<file path="config.mk">
export PLATFORM = sky130hd
export DESIGN_NAME = ritc_vcdl_seq
export DESIGN_NICKNAME = d
export VERILOG_FILES = /design/src/rtl/ritc_vcdl_pkg.sv /design/src/rtl/ritc_vcdl_period_cnt.sv /design/src/rtl/ritc_vcdl_seq.sv
export SDC_FILE = /design/constraint.sdc
export NUM_CORES = 1
export LEC_CHECK = 0
export BUFFER_PORTS_ARGS = -buffer_cell sky130_fd_sc_hd__buf_4
export CAP_MARGIN = 15
export CORE_MARGIN = 3
export CORE_UTILIZATION = 57
export CTS_CLUSTER_DIAMETER = 200
export DETAILED_ROUTE_END_ITERATION = 8
export PLACE_DENSITY = 0.79
export SLEW_MARGIN = 20
export SYNTH_ARGS = -nofsm -noshare
export SYNTH_HDL_FRONTEND = slang
export SYNTH_SLANG_ARGS = --single-unit
</file>
<file path="constraint.sdc">
create_clock -name sysclk_i -period 3.05 [get_ports sysclk_i]
set_input_delay 0.915 -clock sysclk_i [delete_from_list [all_inputs] [get_ports sysclk_i]]
set_output_delay 0.915 -clock sysclk_i [all_outputs]
set_load 0.02 [all_outputs]
</file>
<file path="src/rtl/ritc_vcdl_pkg.sv">
// -----------------------------------------------------------------------------
// ritc_vcdl_pkg
// Shared encodings for the RITC VCDL pulse sequencer.
//   mode_e  : OFF / CONT / BURST / PERIODIC, matching the 2-bit mode_i field
//   state_e : sequencer states IDLE / RUN / DONE
// -----------------------------------------------------------------------------
package ritc_vcdl_pkg;

  typedef enum logic [1:0] {
    MODE_OFF      = 2'b00,
    MODE_CONT     = 2'b01,
    MODE_BURST    = 2'b10,
    MODE_PERIODIC = 2'b11
  } mode_e;

  typedef enum logic [1:0] {
    ST_IDLE = 2'b00,
    ST_RUN  = 2'b01,
    ST_DONE = 2'b10
  } state_e;

endpackage : ritc_vcdl_pkg

</file>
<file path="src/rtl/ritc_vcdl_period_cnt.sv">
// -----------------------------------------------------------------------------
// ritc_vcdl_period_cnt
// Sync divider for PERIODIC mode. Counts accepted syncs modulo P, where
// P = period_i and a period of 0 behaves as 1. hit_o is high while the
// counter sits at 0, i.e. on the first sync after a clear and every P-th
// sync after that.
// Ports:
//   clk_i     : clock, rising edge
//   rst_n_i   : synchronous active-low reset
//   clear_i   : force counter to 0 (accepted start)
//   adv_i     : advance by one sync
//   period_i  : latched period P
//   hit_o     : counter is at 0 (this sync is a firing sync)
// -----------------------------------------------------------------------------
module ritc_vcdl_period_cnt #(
  parameter int CNT_WIDTH = 8
) (
  input  logic                 clk_i,
  input  logic                 rst_n_i,
  input  logic                 clear_i,
  input  logic                 adv_i,
  input  logic [CNT_WIDTH-1:0] period_i,
  output logic                 hit_o
);

  logic [CNT_WIDTH-1:0] cnt_q, cnt_d;
  logic [CNT_WIDTH-1:0] last_val;

  // P=0 is treated as P=1, so the terminal value is 0 in both cases.
  assign last_val = (period_i == '0) ? '0 : period_i - 1'b1;

  always_comb begin
    // NOTE: every combinational output gets a default first so no path leaves it unassigned (no latch).
    cnt_d = cnt_q;
    if (clear_i) begin
      cnt_d = '0;
    end else if (adv_i) begin
      // >= rather than == keeps the counter bounded if it ever sits past the terminal value.
      cnt_d = (cnt_q >= last_val) ? '0 : cnt_q + 1'b1;
    end
  end

  // NOTE: state registers use non-blocking assignments so all flops update together at the edge.
  always_ff @(posedge clk_i) begin
    // NOTE: reset is synchronous here; rst_n_i is just another input sampled at the clock edge.
    if (!rst_n_i) begin
      cnt_q <= '0;
    end else begin
      cnt_q <= cnt_d;
    end
  end

  assign hit_o = (cnt_q == '0);

endmodule : ritc_vcdl_period_cnt

</file>
<file path="src/rtl/ritc_vcdl_seq.sv">
// -----------------------------------------------------------------------------
// ritc_vcdl_seq
// Sequencer that gates the SYNC strobe onto the RITC VCDL outputs.
// An accepted start latches mode/count/mask and enters RUN; each "fire" (RUN,
// sync_i high, stop_i low, mode allows) drives vcdl_o = latched mask for the
// following cycle. RUN ends via stop_i or BURST completion, passing through a
// one-cycle DONE state.
// Ports:
//   sysclk_i      : clock, rising edge
//   rst_n_i       : synchronous active-low reset
//   sync_i        : SYNC strobe
//   mode_i        : 00 OFF, 01 CONT, 10 BURST, 11 PERIODIC
//   count_i       : burst length (BURST) or period in syncs (PERIODIC)
//   ch_mask_i     : per-channel enable
//   start_i       : arm request (honoured in IDLE only)
//   stop_i        : abort/stop request (honoured in RUN only)
//   vcdl_o        : registered VCDL pulses
//   busy_o        : high while in RUN
//   done_o        : high while in DONE
//   pulse_count_o : fires since last accepted start, saturating
// -----------------------------------------------------------------------------
module ritc_vcdl_seq
  import ritc_vcdl_pkg::*;
#(
  parameter int NUM_CH    = 2,
  parameter int CNT_WIDTH = 8
) (
  input  logic                 sysclk_i,
  input  logic                 rst_n_i,
  input  logic                 sync_i,
  input  logic [1:0]           mode_i,
  input  logic [CNT_WIDTH-1:0] count_i,
  input  logic [NUM_CH-1:0]    ch_mask_i,
  input  logic                 start_i,
  input  logic                 stop_i,
  output logic [NUM_CH-1:0]    vcdl_o,
  output logic                 busy_o,
  output logic                 done_o,
  output logic [CNT_WIDTH-1:0] pulse_count_o
);

  state_e               state_q, state_d;
  mode_e                mode_q, mode_d;
  logic [CNT_WIDTH-1:0] count_q, count_d;
  logic [NUM_CH-1:0]    mask_q, mask_d;
  logic [CNT_WIDTH-1:0] pc_q, pc_d;
  logic [NUM_CH-1:0]    vcdl_q, vcdl_d;

  logic                 accept;
  logic                 run;
  logic                 fire_en;
  logic                 fire;
  logic                 burst_end;
  logic                 period_hit;
  logic [CNT_WIDTH:0]   pc_inc;

  assign run    = (state_q == ST_RUN);
  assign accept = (state_q == ST_IDLE) && start_i && !stop_i &&
                  (mode_e'(mode_i) != MODE_OFF);

  // One extra bit so the BURST completion compare cannot alias on wrap.
  assign pc_inc = {1'b0, pc_q} + 1'b1;

  ritc_vcdl_period_cnt #(
    .CNT_WIDTH (CNT_WIDTH)
  ) u_period_cnt (
    .clk_i    (sysclk_i),
    .rst_n_i  (rst_n_i),
    .clear_i  (accept),
    .adv_i    (run && sync_i && !stop_i),
    .period_i (count_q),
    .hit_o    (period_hit)
  );

  // Fire qualification and BURST termination.
  always_comb begin
    fire_en   = 1'b0;
    burst_end = 1'b0;
    unique case (mode_q)
      MODE_CONT:     fire_en = 1'b1;
      MODE_BURST:    fire_en = (count_q != '0);
      MODE_PERIODIC: fire_en = period_hit;
      default:       fire_en = 1'b0;
    endcase
    fire = run && sync_i && !stop_i && fire_en;
    if (mode_q == MODE_BURST) begin
      // A zero-length burst leaves after one RUN cycle; otherwise leave right
      // after the fire that brings the count up to the latched length.
      burst_end = (count_q == '0) || (fire && (pc_inc == {1'b0, count_q}));
    end
  end

  // Next state, latched configuration, counter and output pulse.
  always_comb begin
    state_d = state_q;
    mode_d  = mode_q;
    count_d = count_q;
    mask_d  = mask_q;
    pc_d    = pc_q;
    vcdl_d  = fire ? mask_q : '0;

    unique case (state_q)
      ST_IDLE: if (accept) state_d = ST_RUN;
      ST_RUN:  if (stop_i || burst_end) state_d = ST_DONE;
      ST_DONE: state_d = ST_IDLE;
      default: state_d = ST_IDLE;
    endcase

    if (accept) begin
      mode_d  = mode_e'(mode_i);
      count_d = count_i;
      mask_d  = ch_mask_i;
      pc_d    = '0;
    end else if (fire && (pc_q != '1)) begin
      pc_d = pc_inc[CNT_WIDTH-1:0];
    end
  end

  always_ff @(posedge sysclk_i) begin
    if (!rst_n_i) begin
      state_q <= ST_IDLE;
      mode_q  <= MODE_OFF;
      count_q <= '0;
      mask_q  <= '0;
      pc_q    <= '0;
      vcdl_q  <= '0;
    end else begin
      state_q <= state_d;
      mode_q  <= mode_d;
      count_q <= count_d;
      mask_q  <= mask_d;
      pc_q    <= pc_d;
      vcdl_q  <= vcdl_d;
    end
  end

  assign vcdl_o        = vcdl_q;
  assign busy_o        = (state_q == ST_RUN);
  assign done_o        = (state_q == ST_DONE);
  assign pulse_count_o = pc_q;

endmodule : ritc_vcdl_seq

</file>
; ---- Word level (Yosys, flattened, before mapping)
; Index checks and enable logic that the tools add are counted.
; W data, S select, Z words.
[op_classes]
div_mod_pow = 0
order_cmp = 1
n_reduce_logical = 19
addsub = 3
n_eq_ne = 9
n_bitwise = 1
muxes = 7
n_shift = 0
multipliers = 0
[op_table]
columns = cell, n
row1 = $logic_not A8 Y1, 2
row2 = $mux W8, 2
row3 = $add A8 B1 Y9 const B, 1
row4 = $eq A9 B8 Y1, 1
row5 = $add A8 B1 Y8 const B, 1
row6 = $ge A8 B8 Y1, 1
row7 = $logic_and A1 B1 Y1, 8
row8 = $ne A8 B8 Y1 const B, 1
row9 = $reduce_bool A8 Y1, 1
row10 = $sub A8 B1 Y8 const B, 1
row11 = $eq A2 B2 Y1 const B, 3
row12 = $eq A2 B1 Y1 const B, 2
row13 = $mux W2, 2
row14 = $pmux W2 S2, 1
row15 = $reduce_and A2 Y1, 2
row16 = $pmux W1 S3, 1
row17 = $logic_not A2 Y1, 1
row18 = $logic_or A1 B1 Y1, 2
row19 = $ne A2 B1 Y1 const B, 1
row20 = $ne A2 B2 Y1 const B, 1
row21 = $reduce_bool A2 Y1, 1
row22 = $reduce_or A2 Y1, 1
row23 = $logic_not A1 Y1, 1
row24 = $mux W1, 1
row25 = $not A1 Y1, 1
[totals]
ramBits = 0
latch_bits = 0
output_inout_bits = 12
rom_bits = 0
memories = 0
register_bits = 32

; ---- Logic depth before layout (Yosys ltp)
; Gate-level depths: netlist of run 1.
[depth]
depth_word = 10
mapped_depth = 12
mapped_depth_nobuf = 11

; ---- By module
; Synthesis of run 1 repeated with hierarchy kept, for this count alone.
[hier_totals]
hier_cells = 225
hier_area_um2 = 2028.2
[by_module_without_submodules]
columns = module, area_per_inst_um2, seq_area_each_um2, n_inst, cells_per_inst
row1 = ritc_vcdl_seq, 1283.7, 480.5, 1, 141
row2 = ritc_vcdl_period_cnt, 744.5, 160.2, 1, 84

; ---- Least setup slack after synthesis of run 1
; Ideal clock, no wire load.
[synth_path]
path_type = flip-flop to flip-flop
from = reg count_q[0]
to = reg u_period_cnt.cnt_q[0]
t_required_ps = 2925
arrival_time_ps = 2031
slack_ps = 893
path_stages_with_launch = 12
n_path_buf = 0
path_cell_list = dfxtp_1 > inv_1 > ha_1 > nor4b_4 > a21oi_1 > ha_1 > nand2b_1 > a21o_1 > a21oi_1 > o211a_1 > o21ai_2 > nor2_1
[synth_via]
elab_chain_len = 4
elab_cells_between_ends = 5
[synth_rtl]
columns = item, line
row1 = from (decl), ritc_vcdl_seq.sv:44  ; logic [CNT_WIDTH-1:0] count_q, count_d;
row2 = from (signal assigned), ritc_vcdl_seq.sv:130  ; count_q <= count_d;
row3 = $sub A8 B1 Y8 / $logic_not A8 Y1 (equally long branches), ritc_vcdl_period_cnt.sv:30  ; assign last_val = (period_i == '0) ? '0 : period_i - 1'b1;
row4 = $mux W8 *, ritc_vcdl_period_cnt.sv:30
row5 = $ge A8 B8 Y1 *, ritc_vcdl_period_cnt.sv:39  ; cnt_d = (cnt_q >= last_val) ? '0 : cnt_q + 1'b1;
row6 = $mux W8 *, ritc_vcdl_period_cnt.sv:39
row7 = to (signal assigned), ritc_vcdl_period_cnt.sv:49  ; cnt_q <= cnt_d;
row8 = to (decl), ritc_vcdl_period_cnt.sv:26  ; logic [CNT_WIDTH-1:0] cnt_q, cnt_d;
; Mark *: on every way between the ends. The rest lies on a longest branch, timed or not.
; A chain may end at the register's enable or synchronous reset.

; ---- Worst setup path in the final report of run 1
[layout_path]
from = reg count_q[0]
to = reg u_period_cnt.cnt_q[5]
; The elaborated chain is that of the path after synthesis.

==> results.cfg, run 1 <==
[detailed_routing]
drtAntennaViolNets = 0
dr.pass1.iters = 4
wl_per_cell_um = 14.2
via_per_inst = 5.62
wirelength_mm = 4.34
drc = 0
drt_iter0_drc = 118
vias = 1714

[yosys]
netlist_area_um2 = 2030
synth_top_area_share_pct = 31.5
synth_cell_types = 50
synth-seq-cells = 32
synth_nets = 260
yosysWarnings = 0
synth-seq-area-share_pct = 31.5
synth-edff-count = 0
yosys.area.top_type = dfxtp_1
synth_ff_type = dfxtp_1
avgSynthCellArea_um2 = 8.80
ys_async_sr_fraction_pct = 0
syn_inst = 231
synth_area_leaders = dfxtp_1 (32%), mux2i_1 (7.9%), ha_1 (7.4%)

[global_routing]
grt_use_met2_pct = 35.2
grt_use_met1_pct = 29.5
grt_pass1_wl_mm = 7.45
top_usage_layer = met2
grt_use_met3_pct = 5.13
overflow = 0
grt_usage_pct = 22.4
antenna_found_initial = 0
grt_max_degree = 18
grt_pass1_vias = 1624

[sta]
fmax_mhz = 413
min_period_over_period_pct = 79.4
slew_headroom_pct = 72.1
min_period_ns = 2.42
skew_ns = 0.00825
setup_viol = 0
worstMarginPinSlew_ns = 0.419
drv_slew = 0
hold_violations = 0
rsz0062_at_grt = false
setup-tns-final_ns = 0

[critical_path]
cp_slowest_stage_delay_ns = 0.37
cpMaxStageDelayCell = dfxtp_1
crit_buf_inv = 1
critical_path.cell_chain = inv_1 > ha_1 > nor4b_4 > a21oi_1 > ha_1 > nand2b_1 > a21o_1 > a21oi_1 > o211a_1 > o21ai_2 > nor2_1
critPathRequiredTime_ns = 3.27
crit_path_end_kind = register
crit_family = compound AO/OA/AOI/OAI gates
startpoint_type = register
cp.arrival_ns = 2.64
crit_type = reg -> reg
path_max_fanout = 8

[floorplanning]
design.core.area_um2 = 3390
rows = 21
die_w_um = 65.7
die-area_um2 = 4320
initial_core_util_pct = 59.9
die_h_um = 65.7
io-pin-count = 29

[clock_tree]
clkLatencyLatePin_ns = 0.33
cts.sink_count = 32
cts_buffer_depth = 2
htreeDepth = 2
cts_resized = 0
cts_tree = done
hold_buffers = 0
clockRootBuffer = clkbuf_4
cts_made_buffers = 5
clk_pin_slew_worst_paths_ns = 0.11
post_cts_buffers = 0

[place]
gp_congestion = 0.823
placed_cell_area_um2 = 2260
hpwl_mm = 3.33
io_buffers = 28

[status]
status = finished clean

[power_and_ir_drop]
powerDensity_nw_per_um2 = 373
p_comb_share_pct = 18.7
power.total_mw = 0.866
intPower_mw = 0.620
pwr-share-clk_pct = 30.3
pwr-share-seq_pct = 51.0
leakagePower_nw = 0.955
power.net_switching_mw = 0.246
p_sw_share_pct = 28.4
peakVddDrop_mv = 0.295

[finish]
antenna_cells = 0
drive_gt1_share_pct = 18.9
nNetsFinal = 287
seqCellArea_um2 = 641
multi_input_area_um2 = 1300
nFillCells = 291
final_area_um2 = 2320
syn2layout_area_growth_pct = 14.2

[run]
cap_violations = 0

[worst_hold_path]
worstHoldPathType = reg -> reg
cells by family (layout without fill, tap and decap cells):
logic type	Yosys count	in the layout	share of synthesized area (%)
adder cells (fa/ha/maj)	12	12	7.39
multiplexers	16	16	7.88
XOR/XNOR	22	22	9.48
AO/OA/AOI/OAI	33	33	12.0
AND/OR/NAND/NOR	97	97	27.2
flip-flops	32	32	31.5
buffers and inverters	19	47	4.49
final cells by class:
cell class              count  share of cell area, %
multi-input cells         180                   56.0
inverters                   9                   1.46
clock inverters             1                  0.324
repair buffers             30                   9.71
clock buffers               7                   2.37
flip-flops and latches     32                   27.6
well taps                  46                   2.48
through the flow:
| step | instances | setup WS (ns) | utilization (%) | hold slack [ns] |
|---|---|---|---|---|
| floorplan | 231 | 0.893 | - | 0.452 |
| global placement | 297 | 0.668 | 66.6 | 0.478 |
| detailed placement | 297 | 0.648 | 66.6 | 0.471 |
| CTS | 305 | 0.634 | 68.4 | 0.494 |
| global route | 305 | 0.425 | 68.4 | 0.518 |
| finish | 305 | 0.627 | 68.4 | 0.494 |
final timing paths:
check | startpoint | end | slack (ns) | cells past startpoint
max | count_q[0] | u_period_cnt.cnt_q[5] | 0.63 | 11
min | mask_q[0] | vcdl_o[0] | 0.49 | 1
max reg2reg | count_q[0] | u_period_cnt.cnt_q[5] | 0.63 | 11
min reg2reg | mask_q[0] | vcdl_o[0] | 0.49 | 1
layer usage:
layer	vias up	share of wire [%]
met5	-	0
met4	0	0.78
met3	4	5.2
met2	45	47
met1	803	47
li1	862	-
synthesized netlist by cell type, types with 2 or more instances:
library cell / instances
ha_1: 12
and3_1: 3
nand2_1: 19
nor3_1: 4
a21oi_1: 10
o2111ai_1: 2
nand2b_1: 4
a21o_1: 3
mux2i_1: 16
xor2_1: 11
or4b_1: 2
nand3_1: 4
inv_1: 9
o21a_2: 2
o21a_1: 2
xnor2_1: 11
buf_2: 7
dfxtp_1: 32
o311ai_0: 2
nand4_1: 5
o31ai_1: 2
nor2_1: 24
and4_1: 2
nor2b_1: 17
power groups by stage:
| stage | logic [mW] | registers (mW) | clock network (mW) |
|---|---|---|---|
| 2_1_floorplan | 0.124 | 0.443 | 0 |
| 3_3_place_gp | 0.156 | 0.451 | 0 |
| 3_5_place_dp | 0.160 | 0.451 | 0 |
| 4_1_cts | 0.161 | 0.441 | 0.269 |
| 5_1_grt | 0.181 | 0.444 | 0.289 |
| 6_report | 0.162 | 0.442 | 0.262 |
flip-flops by register name, summed over array words and instances (netlist names):
signal / cells
pulse_count_o: 8
u_period_cnt.cnt_q: 8
count_q: 8
mode_q: 2
mask_q: 2
state_q: 2
vcdl_o: 2
cell usage in the layout (no fill, tap or decap), types with 9 or more instances in the layout:
cell	count
a21oi_1	10
buf_4	30
dfxtp_1	32
ha_1	12
inv_1	9
mux2i_1	16
nand2_1	19
nor2_1	24
nor2b_1	17
xnor2_1	11
xor2_1	11
Power figures use the tool's default switching activity.
==> run 2, diff against run 1 <==
- CORE_UTILIZATION: 57 -> 51
- PLACE_DENSITY: 0.79 -> 0.75
- clock period: 3.05 -> 2 ns (I/O delays scaled with it)
==> results.cfg, run 2 (synthesis results as in run 1) <==
[place]
gp_congestion = 0.866
numPlacedInstances = 326
io_buffers = 28
place_ws_ns = -0.104
hpwl_mm = 3.54

[floorplanning]
io-pin-count = 29
die_h_um = 69.1
design.core.area_um2 = 3740
initial_core_util_pct = 54.3
rows = 22
die_w_um = 69.1
die-area_um2 = 4780

[clock_tree]
cts.sink_count = 32
clkLatencyLatePin_ns = 0.29
cts_made_buffers = 5
htreeDepth = 2
cts_tree = done
cts_buffer_depth = 2
clockRootBuffer = clkbuf_8
clk_pin_slew_worst_paths_ns = 0.07
hold_buffers = 0

[finish]
final_common_cell = buf_4
fin_cells = 337
syn2layout_area_growth_pct = 33.7
nNetsFinal = 317
most-common-layout-cells = buf_4 (57), dfxtp_1 (28), nor2_1 (22)
antenna_cells = 0
drive_gt1_share_pct = 35.3

[run]
cap_violations = 0

[sta]
setup_viol = 8
fmax_mhz = 452
setup_ws_ns = -0.211
skew_ns = 0.00991
worstMarginPinSlew_ns = 0.368
hold_violations = 0
rsz0062_at_grt = true
min_period_over_period_pct = 111
drv_slew = 0
slew_headroom_pct = 75.4
min_period_ns = 2.21

[critical_path]
cp_slowest_stage_delay_ns = 0.35
critPathRequiredTime_ns = 2.23
crit_path_end_kind = register
cp.arrival_ns = 2.44
critical_path.cell_chain = nor2_2 > nand3_2 > nor2_2 > xnor2_1 > nand2_1 > ha_1 > a21o_1 > a21oi_1 > o211a_1 > o21ai_4 > nor2_1
crit_type = reg -> reg
path_max_fanout = 8
startpoint_type = register
rrSetupSlack_ns = -0.21
cpMaxStageDelayCell = dfxtp_2
cpMostUsedCell = nor2_2

[worst_hold_path]
worstHoldPathType = reg -> reg

[power_and_ir_drop]
powerDensity_nw_per_um2 = 631
peakVddDrop_mv = 0.393
leakagePower_nw = 1.16

[detailed_routing]
via_per_inst = 5.55
dr.pass1.iters = 5
wl_per_cell_um = 15.1
drc = 0
wirelength_mm = 5.08
drtAntennaViolNets = 0
drt_iter0_drc = 125
vias = 1869

[global_routing]
antenna_found_initial = 0
grt_pass1_wl_mm = 8.23
overflow = 0
grt_pass1_vias = 1784
grt_max_degree = 18
grt_usage_pct = 21.1

[status]
violations = setup timing
status = finished, violations left
[run 2: cell count changes in the layout (fill, tap and decap cells not counted), sizes merged]
| cell | change |
|---|---|
| buf | +30 |
| bufinv | +1 |
| clkinvlp | -1 |
[run 2: timing repair]
item                                    4_1_cts  5_1_grt
setup buffers                                 1        3
endpoints found under the setup margin        8       15
gates resized for setup                       2       21
endpoints found under the hold margin         0        0
pin swaps                                     0       23
gates cloned                                  0        0
[run 2: critical path: cells and delay by family (launching register included)]
family	cells	cell delay, ns
DFF	1	0.35
adders and majority gates	1	0.33
and+or+nand+nor	5	0.68
AOI/OAI and AO/OA	4	0.65
xor gates and xnor gates	1	0.13
[run 2: worst paths after layout]
kind                                               to  depth (start not counted)  startpoint
worst max register to register  u_period_cnt.cnt_q[3]                         11  count_q[3]
worst max-delay path            u_period_cnt.cnt_q[3]                         11  count_q[3]
worst min register to register              vcdl_o[0]                          1   mask_q[0]
worst min-delay path                        vcdl_o[0]                          1   mask_q[0]
[run 2: per-layer routing]
metal  vias up  wire (um)  global-route usage, %
met2        56       2370                   33.1
met5         -          0                      0
met3        10        299                   4.23
met4         0        107                   8.68
met1       884       2300                   28.2
li1        919          -                      -
[run 2: per-stage QoR]
step / setup TNS [ns] / power, mW / area (um2) / util, % / hold slack [ns]
final: -1.58 / 1.71 / 2720 / 72.6 / 0.491
after global routing: -2.73 / 1.79 / 2720 / 72.6 / 0.517
after CTS: -0.735 / 1.68 / 2640 / 70.5 / 0.491
after detailed placement: -0.781 / 0.989 / 2500 / 66.7 / 0.478
after global placement: -0.568 / 0.983 / 2500 / 66.7 / 0.465
after floorplan: 0 / 0.871 / 2050 / - / 0.452
[run 2: power by group]
group | total, mW | switching (mW) | leakage, nW | internal (mW)
Sequential | 0.667 | 0.0153 | 0.261 | 0.652
Clock | 0.690 | 0.251 | 0.0645 | 0.440
Combinational | 0.357 | 0.167 | 0.835 | 0.190
[run 2: area by class of cell]
type	count	area [um2]
multi-input combinational	180	1380
timing repair buffer	60	470
fill	288	1030
clock buffer	7	96.3
sequential	32	646
tap	48	60.1
clock inverter	1	30.0
inverter	9	33.8
